$ cat config.mk
export PLATFORM = sky130hd
export DESIGN_NAME = eviction_write_buffer
export DESIGN_NICKNAME = d
export VERILOG_FILES = /design/src/rtl/ewb_pkg.sv /design/src/rtl/ewb_store.sv /design/src/rtl/eviction_write_buffer.sv
export SDC_FILE = /design/constraint.sdc
export NUM_CORES = 2
export LEC_CHECK = 0
export CORE_AREA = 2 2 425 427
export CTS_BUF_LIST = sky130_fd_sc_hd__clkbuf_4 sky130_fd_sc_hd__clkbuf_8
export CTS_CLUSTER_SIZE = 25
export DETAILED_ROUTE_END_ITERATION = 6
export DIE_AREA = 0 0 427 429
export PLACE_DENSITY = 0.51
export SYNTH_ARGS = -nofsm -noshare
export SYNTH_HDL_FRONTEND = slang
export SYNTH_SLANG_ARGS = --single-unit
$ cat constraint.sdc
create_clock -name clk -period 4.3 [get_ports clk]
set_input_delay 0.86 -clock clk [delete_from_list [all_inputs] [get_ports clk]]
set_output_delay 0.86 -clock clk [all_outputs]
set_load 0.005 [all_outputs]
$ cat src/rtl/ewb_pkg.sv
// Types and constants shared by the eviction write buffer top level and its entry store.
package ewb_pkg;

    localparam int unsigned LINE_OFFSET = 5;
    localparam int unsigned LINE_W      = 256;
    localparam int unsigned TAG_W       = 32 - LINE_OFFSET;

    typedef logic [LINE_W-1:0] line_t;
    typedef logic [TAG_W-1:0]  tag_t;

    typedef enum logic [1:0] {
        ST_IDLE,
        ST_PREAD,
        ST_DRAIN,
        ST_RESP
    } ewb_state_e;

    function automatic logic [31:0] tag_addr(input tag_t tag);
        return {tag, {LINE_OFFSET{1'b0}}};
    endfunction

endpackage

$ cat src/rtl/ewb_store.sv
// Circular FIFO of valid/tag/line entries with head/tail/count pointers and a
// combinational tag lookup (at most one entry can match).
module ewb_store
    import ewb_pkg::*;
#(
    parameter int unsigned DEPTH = 4
) (
    input  logic                       clk,
    input  logic                       rst,
    input  tag_t                       lookup_tag,
    input  logic                       push,
    input  logic                       update,
    input  logic                       pop,
    input  logic [$clog2(DEPTH)-1:0]   upd_idx,
    input  tag_t                       wr_tag,
    input  line_t                      wr_data,
    input  logic                       sel_head,
    output logic                       hit,
    output logic [$clog2(DEPTH)-1:0]   hit_idx,
    output tag_t                       head_tag,
    output line_t                      sel_data,
    output logic                       full,
    output logic                       empty
);

    localparam int unsigned PTR_W = $clog2(DEPTH);
    localparam int unsigned CNT_W = PTR_W + 1;

    typedef logic [PTR_W-1:0] ptr_t;
    typedef logic [CNT_W-1:0] cnt_t;

    logic [DEPTH-1:0] valid_q, valid_d;
    tag_t             tag_q  [DEPTH];
    tag_t             tag_d  [DEPTH];
    line_t            data_q [DEPTH];
    line_t            data_d [DEPTH];
    ptr_t             head_q, head_d;
    ptr_t             tail_q, tail_d;
    cnt_t             count_q, count_d;

    always_comb begin
        hit     = 1'b0;
        hit_idx = '0;
        for (int unsigned i = 0; i < DEPTH; i++) begin
            if (valid_q[i] && (tag_q[i] == lookup_tag)) begin
                hit     = 1'b1;
                hit_idx = ptr_t'(i);
            end
        end
    end

    assign head_tag = tag_q[head_q];
    assign sel_data = sel_head ? data_q[head_q] : data_q[hit_idx];
    // Full/empty come from the count; head==tail is ambiguous on its own.
    assign full     = (count_q == cnt_t'(DEPTH));
    assign empty    = (count_q == '0);

    always_comb begin
        valid_d = valid_q;
        tag_d   = tag_q;
        data_d  = data_q;
        head_d  = head_q;
        tail_d  = tail_q;
        count_d = count_q;
        if (update) begin
            data_d[upd_idx] = wr_data;
        end
        if (push) begin
            valid_d[tail_q] = 1'b1;
            tag_d[tail_q]   = wr_tag;
            data_d[tail_q]  = wr_data;
            tail_d          = tail_q + ptr_t'(1);
        end
        if (pop) begin
            valid_d[head_q] = 1'b0;
            head_d          = head_q + ptr_t'(1);
        end
        case ({push, pop})
            2'b10:   count_d = count_q + cnt_t'(1);
            2'b01:   count_d = count_q - cnt_t'(1);
            default: count_d = count_q;
        endcase
    end

    always_ff @(posedge clk) begin
        if (rst) begin
            valid_q <= '0;
            head_q  <= '0;
            tail_q  <= '0;
            count_q <= '0;
        end else begin
            valid_q <= valid_d;
            head_q  <= head_d;
            tail_q  <= tail_d;
            count_q <= count_d;
        end
        tag_q  <= tag_d;
        data_q <= data_d;
    end

endmodule

$ cat src/rtl/eviction_write_buffer.sv
// Line-granular write buffer between the cache memory port and physical memory.
// EWB_READ_FORWARD_EN: when defined, read hits are served from the buffer; otherwise the buffer drains until the line is gone.
module eviction_write_buffer
    import ewb_pkg::*;
#(
    parameter int unsigned DEPTH = 4
) (
    input  logic         clk,
    input  logic         rst,
    input  logic         mem_read,
    input  logic         mem_write,
    input  logic [31:0]  mem_address,
    input  logic [255:0] mem_wdata,
    output logic         mem_resp,
    output logic [255:0] mem_rdata,
    output logic         pmem_read,
    output logic         pmem_write,
    output logic [31:0]  pmem_address,
    output logic [255:0] pmem_wdata,
    input  logic         pmem_resp,
    input  logic [255:0] pmem_rdata,
    output logic         ewb_empty
);

    ewb_state_e state_q, state_d;
    line_t      resp_q, resp_d;

    tag_t                     req_tag;
    tag_t                     head_tag;
    line_t                    sel_data;
    logic                     hit, full, empty;
    logic                     push, update, pop;
    logic [$clog2(DEPTH)-1:0] hit_idx;
    logic                     unused_offset;

    assign req_tag       = mem_address[31:LINE_OFFSET];
    assign unused_offset = ^mem_address[LINE_OFFSET-1:0];

    ewb_store #(
        .DEPTH (DEPTH)
    ) u_store (
        .clk        (clk),
        .rst        (rst),
        .lookup_tag (req_tag),
        .push       (push),
        .update     (update),
        .pop        (pop),
        .upd_idx    (hit_idx),
        .wr_tag     (req_tag),
        .wr_data    (mem_wdata),
        .sel_head   (state_q == ST_DRAIN),
        .hit        (hit),
        .hit_idx    (hit_idx),
        .head_tag   (head_tag),
        .sel_data   (sel_data),
        .full       (full),
        .empty      (empty)
    );

    always_comb begin
        state_d = state_q;
        resp_d  = resp_q;
        push    = 1'b0;
        update  = 1'b0;
        pop     = 1'b0;
        case (state_q)
            ST_IDLE: begin
                if (mem_read) begin
                    if (hit) begin
`ifdef EWB_READ_FORWARD_EN
                        resp_d  = sel_data;
                        state_d = ST_RESP;
`else
                        state_d = ST_DRAIN;
`endif
                    end else begin
                        state_d = ST_PREAD;
                    end
                end else if (mem_write) begin
                    if (hit) begin
                        update  = 1'b1;
                        state_d = ST_RESP;
                    end else if (!full) begin
                        push    = 1'b1;
                        state_d = ST_RESP;
                    end else begin
                        state_d = ST_DRAIN;
                    end
                end else if (!empty) begin
                    state_d = ST_DRAIN;
                end
            end
            ST_PREAD: begin
                if (pmem_resp) begin
                    resp_d  = pmem_rdata;
                    state_d = ST_RESP;
                end
            end
            ST_DRAIN: begin
                if (pmem_resp) begin
                    pop     = 1'b1;
                    state_d = ST_IDLE;
                end
            end
            ST_RESP: state_d = ST_IDLE;
            default: state_d = ST_IDLE;
        endcase
    end

    always_comb begin
        mem_resp     = (state_q == ST_RESP);
        pmem_read    = (state_q == ST_PREAD);
        pmem_write   = (state_q == ST_DRAIN);
        pmem_address = '0;
        pmem_wdata   = '0;
        if (state_q == ST_PREAD) begin
            pmem_address = tag_addr(req_tag);
        end else if (state_q == ST_DRAIN) begin
            pmem_address = tag_addr(head_tag);
            pmem_wdata   = sel_data;
        end
    end

    assign mem_rdata = resp_q;
    assign ewb_empty = empty;

    always_ff @(posedge clk) begin
        if (rst) begin
            state_q <= ST_IDLE;
            resp_q  <= '0;
        end else begin
            state_q <= state_d;
            resp_q  <= resp_d;
        end
    end

endmodule

==> metrics.txt <==
status=completed; critical path capture point type=primary output; Die Ht=429 um; clk sinks=1401; Slew headroom=40.2%; starting DRC count in detailed routing=1628; Starting Density=31.7%; Total GRT Usage=20.3%; critical path data arrival time=3190 ps; # nets final=6147; clock skew=50.5 ps; layout cell share with drive strength beyond 1=33.4%; die area=183000 sq um; unrepaired setup endpoints after global routing=false; Leak=29.1 nW; pin count of the biggest net entering global routing=98; Netlist cell types=45; crit-path leading delay family=buffers and inverters; worst reg2reg path startpoint=u_store.tag_q[35]; Synth area leaders=dfxtp_1 (46%), mux2_2 (14%), mux4_2 (11%); Worst-Margin Slew=897 ps; post-DP HPWL=141000 um; number of global-route vias before repair=39092; R2R cell count=14; Seq/Total Area, Yosys=51.7%; Port Buf Inserts=1086; PD cells=495 nW/um^2; CP Depth=5; wire per inst=23.6 um; Area Overhead vs Synth=36.6%; routability cong.=0.856; final WL=192000 um; Yosys reg bits=1401; Mean Syn Cell Area=13.0 sq um; startpoint types=flip-flop; Top-Level Pins=1097; global-route wire length before repair=276000 um; critical path's slowest cell=dfxtp_4; Critical Path RT=3440 ps; setup violators final=0; worst vdd ir=0.269 mV; fin. max-slew vios=0; area leader, netlist=dfxtp_1; Hold/Removal Path Class=in -> reg; critical path cell sequence=buf_12 > buf_4 > mux4_2 > and2_1 > clkdlybuf4s50_1; Inserted Clock Buffers=241; Max Freq=247 MHz; crit path max fanout=24; post-synth top area share=45.9%; DRT antenna net count=0; Syn Std Cell Area=56400 sq um; CTS tree=yes; Die Span X=427 um; # fillers=16721; Worst-Skew Late Latency=990 ps; crit path kind=reg -> out; Core Util, Final=43.3%; worst hold path startpoint=rst; CTS root buf=clkbuf_8; total number of vias=38630; Ys Warns=0; Final Worst Setup Slack=247 ps; DR DRC count=0; synthesized instance count=4339; GRT Residual Overflow=0; Tmin final=4050 ps; period utilisation layout=94.3%; CTS Buffer Depth=3; total power draw=38.1 mW; Clk pin slew, worst setup/hold paths=60 ps; Site Rows=155; core area=178000 sq um; Initial DRT Pass Iterations=5; initial antenna violation count=69; drt via density=4.74; WP buf/inv=3; hold-critical path depth=2; maxcap violations=0; Final Hold Vio Count=0; Crit. Startpoint=u_store.head_q[1]; H-Tree Level Count=4; crit-path max cell delay=560 ps; pre-CTS setup slack=-333 ps
## power by group
| group | switching (mW) | internal [mW] | total [mW] |
|---|---|---|---|
| clock | 5.68 | 7.63 | 13.3 |
| combinational | 2.83 | 5.05 | 7.88 |
| sequential | 1.16 | 15.7 | 16.9 |
## area by class of cell
| class | instances | area [sq um] | share of cell area (%) |
|---|---|---|---|
| Tap cell | 2355 | 2950 | 3.82 |
| Clock inverter | 45 | 455 | 0.591 |
| Inverter | 8 | 30.0 | 0.0390 |
| Antenna cell | 12 | 30.0 | 0.0390 |
| Clock buffer | 396 | 4960 | 6.43 |
| Timing Repair Buffer | 1337 | 13800 | 17.9 |
| Multi-Input combinational cell | 2599 | 25700 | 33.4 |
| Sequential cell | 1401 | 29100 | 37.8 |
## metrics by stage
| step | cell area [sq um] | setup TNS [ps] | hold WS [ps] | cells |
|---|---|---|---|---|
| after floorplan | 56400 | 0 | 429 | 4343 |
| after global placement | 71500 | -22410 | 436 | 7694 |
| after global routing | 77000 | 0 | 234 | 8149 |
| after CTS | 77000 | 0 | 189 | 8141 |
| final | 77000 | 0 | 292 | 8153 |
| after detailed placement | 71500 | -34240 | 446 | 7694 |
## placed cells by master (no fill, tap or decap), types with 3 or more instances in the layout
cell type | netlist | layout
mux2_1 | 76 | 76
clkbuf_4 | 0 | 79
clkbuf_8 | 0 | 317
mux2_2 | 709 | 709
a31oi_1 | 3 | 3
clkinvlp_4 | 0 | 3
nand4_1 | 24 | 24
or3_1 | 4 | 3
xor2_1 | 42 | 42
o21a_1 | 4 | 4
a22o_1 | 27 | 27
bufinv_16 | 0 | 6
nor3_1 | 3 | 3
nand2_1 | 517 | 516
ha_1 | 9 | 9
dfxtp_1 | 1293 | 1291
mux2_4 | 240 | 240
inv_8 | 0 | 4
nor2_1 | 21 | 20
mux4_2 | 283 | 283
inv_1 | 8 | 8
diode_2 | 0 | 12
and2_1 | 261 | 260
clkinv_2 | 0 | 22
edfxtp_1 | 108 | 108
buf_12 | 0 | 74
buf_4 | 5 | 172
clkinv_1 | 0 | 4
clkdlybuf4s50_1 | 0 | 1085
xnor2_1 | 69 | 69
conb_1 | 1 | 5
and3_1 | 3 | 3
a21oi_1 | 264 | 264
buf_16 | 0 | 3
nor4_1 | 10 | 10
## synth_stat cells (all sizes together)
| cell | count |
|---|---|
| a21boi | 1 |
| a21oi | 264 |
| a22o | 27 |
| a311o | 1 |
| a31o | 1 |
| a31oi | 3 |
| and2 | 261 |
| and3 | 3 |
| and4 | 1 |
| buf | 150 |
| clkbuf | 185 |
| conb | 1 |
| dfxtp | 1293 |
| edfxtp | 108 |
| fa | 1 |
| ha | 9 |
| inv | 8 |
| mux2 | 1025 |
| mux4 | 283 |
| nand2 | 517 |
| nand2b | 2 |
| nand3 | 2 |
| nand4 | 24 |
| nand4b | 2 |
| nor2 | 21 |
| nor2b | 3 |
| nor3 | 3 |
| nor4 | 11 |
| nor4bb | 1 |
| o21a | 4 |
| o21ai | 2 |
| o22ai | 1 |
| o31ai | 1 |
| o41ai | 1 |
| or3 | 4 |
| or4 | 3 |
| or4bb | 1 |
| xnor2 | 69 |
| xor2 | 42 |
## final timing paths
path,slack [ps],endpoint
worst max register to register,600,u_store.count_q[2]
worst max-delay path,250,pmem_wdata[198]
worst min register to register,450,mem_rdata[161]
worst min-delay path,290,mem_rdata[252]
## metal layers
layer  up-vias  part of all wire (%)  global-route usage (%)
li1      17987                     -                       -
met1     19203                    42                    24.8
met2      1040                    48                    33.4
met3       320                   8.3                    7.82
met4        80                   1.9                    5.17
met5         -                  0.28                       0
## cell families (layout without fill, tap and decap cells)
| group | Yosys count | count (layout) | share of synthesized area, % |
|---|---|---|---|
| other | 1 | 17 | 0.00665 |
| buffers and inverters | 343 | 1786 | 2.84 |
| xor gates and xnor gates | 111 | 111 | 1.72 |
| muxes | 1308 | 1308 | 33.4 |
| DFF | 1401 | 1401 | 51.7 |
| adders and majority gates | 10 | 10 | 0.235 |
| and+or+nand+nor | 859 | 859 | 7.18 |
| AOI/OAI and AO/OA | 306 | 306 | 2.97 |
## state kept, by name, summed over array words and instances, names as in the netlist
signal           cells
u_store.tail_q       2
u_store.tag_q      108
u_store.data_q    1024
u_store.count_q      3
u_store.head_q       2
mem_rdata          256
state_q              2
u_store.valid_q      4
## worst register-to-register path, cell delays in order (launching register included)
cell and delay (ps):
edfxtp_1 410, xor2_1 180, or3_1 360, or4_1 540
nor4_2 440, buf_4 190, nor4bb_1 60, and2_1 170
inv_1 60, ha_1 170, inv_1 60, fa_1 370
xor2_1 160, or3_1 320, a21oi_1 140
## timing repair
item | CTS | global route
gates resized for setup | 3 | 1
buffers inserted | 5 | 0
endpoints found under the setup margin | 167 | 1
cloned | 1 | 0
hold buffers | 0 | 0
endpoints found under the hold margin | 0 | 0
No activity file was read; power rests on OpenSTA's default activity.
